--- src/rtl/axi_lite_master_bridge.sv ---
// Bridges the CPU single-outstanding load/store port onto an AXI4-Lite master interface.
// Optional AXI_POSTED_WRITE_EN: stores complete to the CPU once AW and W are done, B is tracked.
module axi_lite_master_bridge #(
  parameter int unsigned ADDR_WIDTH = 32,
  parameter int unsigned DATA_WIDTH = 32
) (
  input  logic                  cpu_clk,
  input  logic                  cpu_rst,

  input  logic                  cpu_req_valid,
  output logic                  cpu_req_ready,
  input  logic                  cpu_req_write,
  input  logic [ADDR_WIDTH-1:0] cpu_req_addr,
  input  logic [DATA_WIDTH-1:0] cpu_req_wdata,
  input  logic [3:0]            cpu_req_wstrb,
  output logic                  cpu_resp_valid,
  output logic [DATA_WIDTH-1:0] cpu_resp_rdata,
  output logic                  cpu_resp_err,
  output logic                  posted_wr_err,

  output logic [ADDR_WIDTH-1:0] m_awaddr,
  output logic                  m_awvalid,
  input  logic                  m_awready,
  output logic [DATA_WIDTH-1:0] m_wdata,
  output logic [3:0]            m_wstrb,
  output logic                  m_wvalid,
  input  logic                  m_wready,
  input  logic [1:0]            m_bresp,
  input  logic                  m_bvalid,
  output logic                  m_bready,
  output logic [ADDR_WIDTH-1:0] m_araddr,
  output logic                  m_arvalid,
  input  logic                  m_arready,
  input  logic [DATA_WIDTH-1:0] m_rdata,
  input  logic [1:0]            m_rresp,
  input  logic                  m_rvalid,
  output logic                  m_rready
);

  typedef enum logic [2:0] {
    StIdle,
    StWrAddrData,
    StWrResp,
    StRdAddr,
    StRdData,
    StDone
  } state_e;

  state_e                state_q, state_d;
  logic                  aw_done_q, aw_done_d;
  logic                  w_done_q, w_done_d;
  logic [ADDR_WIDTH-1:0] addr_q, addr_d;
  logic [DATA_WIDTH-1:0] wdata_q, wdata_d;
  logic [3:0]            wstrb_q, wstrb_d;
  logic [DATA_WIDTH-1:0] rdata_q, rdata_d;
  logic                  err_q, err_d;
  logic                  b_pending_q;
  logic                  posted_err_q;

  logic req_hs, aw_hs, w_hs, b_hs, ar_hs, r_hs;
  logic wr_both_done;

  // Only bit 1 of BRESP/RRESP distinguishes OKAY/EXOKAY from SLVERR/DECERR.
  logic unused_resp_lsb;
  assign unused_resp_lsb = m_bresp[0] ^ m_rresp[0];

  assign cpu_req_ready  = (state_q == StIdle) && !b_pending_q;
  assign m_awvalid      = (state_q == StWrAddrData) && !aw_done_q;
  assign m_wvalid       = (state_q == StWrAddrData) && !w_done_q;
  assign m_bready       = (state_q == StWrResp) || b_pending_q;
  assign m_arvalid      = (state_q == StRdAddr);
  assign m_rready       = (state_q == StRdData);
  assign cpu_resp_valid = (state_q == StDone);

  assign m_awaddr       = addr_q;
  assign m_araddr       = addr_q;
  assign m_wdata        = wdata_q;
  assign m_wstrb        = wstrb_q;
  assign cpu_resp_rdata = rdata_q;
  assign cpu_resp_err   = err_q;
  assign posted_wr_err  = posted_err_q;

  assign req_hs = cpu_req_valid && cpu_req_ready;
  assign aw_hs  = m_awvalid && m_awready;
  assign w_hs   = m_wvalid && m_wready;
  assign b_hs   = m_bvalid && m_bready;
  assign ar_hs  = m_arvalid && m_arready;
  assign r_hs   = m_rvalid && m_rready;

  assign wr_both_done = (aw_done_q || aw_hs) && (w_done_q || w_hs);

  always_comb begin
    state_d   = state_q;
    aw_done_d = aw_done_q;
    w_done_d  = w_done_q;
    addr_d    = addr_q;
    wdata_d   = wdata_q;
    wstrb_d   = wstrb_q;
    rdata_d   = rdata_q;
    err_d     = err_q;

    case (state_q)
      StIdle: begin
        if (req_hs) begin
          addr_d    = cpu_req_addr;
          wdata_d   = cpu_req_wdata;
          wstrb_d   = cpu_req_wstrb;
          aw_done_d = 1'b0;
          w_done_d  = 1'b0;
          state_d   = cpu_req_write ? StWrAddrData : StRdAddr;
        end
      end
      StWrAddrData: begin
        if (aw_hs) aw_done_d = 1'b1;
        if (w_hs)  w_done_d  = 1'b1;
        if (wr_both_done) begin
          aw_done_d = 1'b0;
          w_done_d  = 1'b0;
`ifdef AXI_POSTED_WRITE_EN
          err_d     = 1'b0;
          state_d   = StDone;
`else
          state_d   = StWrResp;
`endif
        end
      end
      StWrResp: begin
        if (b_hs) begin
          err_d   = m_bresp[1];
          state_d = StDone;
        end
      end
      StRdAddr: begin
        if (ar_hs) state_d = StRdData;
      end
      StRdData: begin
        if (r_hs) begin
          rdata_d = m_rdata;
          err_d   = m_rresp[1];
          state_d = StDone;
        end
      end
      StDone: begin
        state_d = StIdle;
      end
      default: begin
        aw_done_d = 1'b0;
        w_done_d  = 1'b0;
        state_d   = StIdle;
      end
    endcase
  end

  always_ff @(posedge cpu_clk or posedge cpu_rst) begin
    if (cpu_rst) begin
      state_q   <= StIdle;
      aw_done_q <= 1'b0;
      w_done_q  <= 1'b0;
      addr_q    <= '0;
      wdata_q   <= '0;
      wstrb_q   <= '0;
      rdata_q   <= '0;
      err_q     <= 1'b0;
    end else begin
      state_q   <= state_d;
      aw_done_q <= aw_done_d;
      w_done_q  <= w_done_d;
      addr_q    <= addr_d;
      wdata_q   <= wdata_d;
      wstrb_q   <= wstrb_d;
      rdata_q   <= rdata_d;
      err_q     <= err_d;
    end
  end

`ifdef AXI_POSTED_WRITE_EN
  logic b_pending_d;
  logic posted_err_d;

  // The B of a posted store is absorbed here; new requests are held off until it lands.
  always_comb begin
    b_pending_d  = b_pending_q;
    posted_err_d = posted_err_q;
    if ((state_q == StWrAddrData) && wr_both_done) begin
      b_pending_d = 1'b1;
    end else if (b_pending_q && m_bvalid) begin
      b_pending_d = 1'b0;
      if (m_bresp[1]) posted_err_d = 1'b1;
    end
  end

  always_ff @(posedge cpu_clk or posedge cpu_rst) begin
    if (cpu_rst) begin
      b_pending_q  <= 1'b0;
      posted_err_q <= 1'b0;
    end else begin
      b_pending_q  <= b_pending_d;
      posted_err_q <= posted_err_d;
    end
  end
`else
  assign b_pending_q  = 1'b0;
  assign posted_err_q = 1'b0;
`endif

endmodule

--- config.mk ---
export PLATFORM = sky130hd
export DESIGN_NAME = axi_lite_master_bridge
export DESIGN_NICKNAME = d
export VERILOG_FILES = /design/src/rtl/axi_lite_master_bridge.sv
export SDC_FILE = /design/constraint.sdc
export NUM_CORES = 1
export LEC_CHECK = 0
export ABC_AREA = 1
export BUFFER_PORTS_ARGS = -buffer_cell sky130_fd_sc_hd__buf_2
export CAP_MARGIN = 20
export CORE_MARGIN = 4
export CORE_UTILIZATION = 45
export DETAILED_ROUTE_END_ITERATION = 7
export PLACE_DENSITY = 0.86
export SLEW_MARGIN = 20
export SYNTH_ARGS = -nofsm -noshare
export SYNTH_HDL_FRONTEND = slang
export SYNTH_SLANG_ARGS = --single-unit
--- constraint.sdc ---
create_clock -name cpu_clk -period 3.7 [get_ports cpu_clk]
set_input_delay 0.185 -clock cpu_clk [delete_from_list [all_inputs] [get_ports cpu_clk]]
set_output_delay 0.185 -clock cpu_clk [all_outputs]
set_load 0.02 [all_outputs]
==> impl_metrics.py <==
metrics = {
    "logic_synthesis": {
        "synth-main-ff-cell": "dfrtp_1",
        "synth_top_area_share_pct": 57.4,
        "syn_area_per_cell_um2": 8.55,
        "syn_inst": 541,
        "synth_edf_count": 0,
        "synth_most_common_cell": "nand2_1",
        "synth_commonest_cells": "nand2_1, nand3_1, dfrtp_1",
        "async_flop_share_pct": 100,
        "syn_nets": 654,
        "yosysTopAreaCell": "dfrtp_1",
        "synth-seq-cells": 106,
        "post_synth_num_cell_types": 20,
        "synth_area_leaders": "dfrtp_1, nand2_1, nand3_1",
        "ys_seq_area_share_pct": 57.4,
        "synth.cell_area_um2": 4620,
        "yosysWarnings": 0,
    },
    "placement": {
        "gp_congestion": 0.829,
        "io_buffers": 250,
        "dpl.hpwl_mm": 8.74,
        "place_ws_ns": 1.54,
    },
    "status": {
        "status": "complete, but fails checks",
        "failed_checks": "hold timing",
    },
    "hold_path": {
        "hp-class": "primary input to asynchronous set/reset pin",
    },
    "global_route": {
        "grt_pass1_wl_mm": 18.1,
        "grt_pass1_vias": 3800,
        "grt_max_degree": 70,
        "antenna_found_initial": 0,
        "grt_overflow": 0,
        "grt_use_total_pct": 19.1,
    },
    "worst_setup_path": {
        "path_max_fanout": 35,
        "worstPathArrival_ns": 2.38,
        "required_ns": 3.93,
        "setup.worst_path.class": "flop to flop",
        "cp-start-kind": "flop",
        "end_kind": "flop",
        "reg2regPathDepth": 6,
    },
    "floorplanning": {
        "rows": 36,
        "start_util_pct": 46.7,
        "core_um2": 9910,
        "io_pins": 254,
        "die_w_um": 109,
        "die-area_um2": 12000,
        "fp.dieH_um": 109,
    },
    "clock_tree": {
        "htree_num_levels": 3,
        "cts_setup_buffers": 0,
        "cts_buffer_depth": 2,
        "cts_buffers": 9,
        "cts-hold-fix-buffers": 0,
        "tritoncts": "built",
        "cts_sinks": 106,
        "cts-root-buf": "clkbuf_8",
        "clkSlewWorstSetupHoldPaths_ns": 0.10,
        "clock_latency_ns": 0.34,
        "cts_resized": 0,
    },
    "route": {
        "avgRoutedWirePerCell_um": 13.7,
        "antenna_left": 0,
        "finalWirelength_mm": 12.0,
        "dr.pass1.iters": 4,
        "vias": 4139,
        "drtIter0Drc": 279,
        "routed_via_density": 4.72,
        "drc": 0,
    },
    "cells_and_area": {
        "nets": 853,
        "drive_gt1_share_pct": 37.1,
        "antenna_cells": 0,
        "area_delta_synth_final_pct": 27.6,
    },
    "pwr": {
        "p_leak_nw": 3.57,
        "irDropWorstVdd_v": 0.000466,
        "p_per_area_nw_per_um2": 949,
    },
    "sta": {
        "slew_violations": 0,
        "finalClockSkew_ns": 0.0126,
        "layout_setup_ws_ns": 1.55,
        "hold_viol": 6,
        "finalSetupViolations": 0,
        "final.min_clock_period_ns": 2.15,
        "hold_slack_ns": -0.00511,
        "fin_crit_sh_pct": 58.0,
        "fin_tns_setup_ns": 0,
        "max_clock_freq_ghz": 0.466,
        "rsz0062_at_grt": "false",
        "max-slew-margin-rel_pct": 45.9,
        "worstMarginPinSlew_ns": 0.811,
    },
    "flow_run": {
        "maxCapViolations": 0,
    },
}
==> cell families (layout without fill, tap and decap cells) <==
| logic type | after synthesis | in the layout | synth area share [%] |
|---|---|---|---|
| AO/OA/AOI/OAI | 6 | 6 | 0.650 |
| AND/OR/NAND/NOR | 346 | 346 | 31.7 |
| buffers and inverters | 82 | 285 | 10.2 |
| other | 1 | 1 | 0.0811 |
| flip-flops | 106 | 106 | 57.4 |
==> report_power, final <==
group          leakage [nW]  switching [W]  internal (W)
clock network         0.116       0.000368      0.000447
logic                  2.13        0.00190      0.000848
registers              1.33       0.000339       0.00169
total                  3.57        0.00261       0.00299
==> stage by stage <==
stage	util (%)	instances	cell area, µm²	power [W]
5_1_grt	59.5	877	5900	0.00601
3_3_place_gp	57.2	862	5670	0.00476
6_report	59.5	877	5900	0.00560
2_1_floorplan	-	541	4620	0.00407
3_5_place_dp	57.2	862	5670	0.00484
4_1_cts	59.5	877	5900	0.00567
==> registers in the layout, summed over array words and instances (netlist names) <==
| signal | flops |
|---|---|
| cpu_resp_rdata | 32 |
| m_araddr | 32 |
| m_wdata | 32 |
| m_wstrb | 4 |
| state_q | 3 |
| aw_done_q | 1 |
| cpu_resp_err | 1 |
| w_done_q | 1 |
==> critical path, stage by stage (launching register included) <==
cell and delay (ns):
dfrtp_1 0.53, nor2_1 0.18, nand2_1 0.13, inv_2 0.44
nand2_2 0.50, nand2_1 0.18, nand2_1 0.07
==> final timing paths <==
kind | startpoint | slack, ns | endpoint
setup / recovery | state_q[0]$_DFFE_PP0P_ | 1.55 | cpu_resp_rdata[21]$_DFFE_PP0P_
max in group asynchronous | cpu_rst | 2.91 | m_wdata[18]$_DFFE_PP0P_
hold / removal | cpu_rst | -0.005 | cpu_resp_rdata[9]$_DFFE_PP0P_
setup reg to reg | state_q[0]$_DFFE_PP0P_ | 1.55 | cpu_resp_rdata[21]$_DFFE_PP0P_
min in group cpu_clk | cpu_req_addr[10] | 0.06 | m_araddr[10]$_DFFE_PP0P_
hold reg to reg | m_wstrb[3]$_DFFE_PP0P_ | 0.47 | m_wstrb[3]$_DFFE_PP0P_
==> final cells by class <==
type | instances | area, µm²
Clock buffer | 10 | 128
Inverter | 15 | 58.8
Fill cell | 919 | 4010
Timing Repair Buffer | 255 | 1290
Multi-Input combinational cell | 353 | 1500
Sequential cell | 106 | 2650
Tap cell | 133 | 166
Clock inverter | 5 | 104
==> placed cells by master (no fill, tap or decap) <==
cell / n
a21oi_1: 4
and2_1: 1
buf_2: 250
buf_4: 5
bufinv_16: 3
clkbuf_1: 1
clkbuf_8: 9
clkinv_2: 1
clkinv_4: 1
conb_1: 1
dfrtp_1: 106
inv_1: 12
inv_2: 2
inv_4: 1
nand2_1: 220
nand2_2: 2
nand3_1: 107
nand3b_1: 1
nand4_1: 2
nor2_1: 10
nor2_4: 2
nor3_1: 1
o21ai_0: 2
==> metal layers <==
layer	track usage (%)	wire length, µm
met3	5.70	1170
met5	0	0
met4	7.30	252
met1	22.5	4650
met2	32.7	5920
No activity file was read; power rests on OpenSTA's default activity.
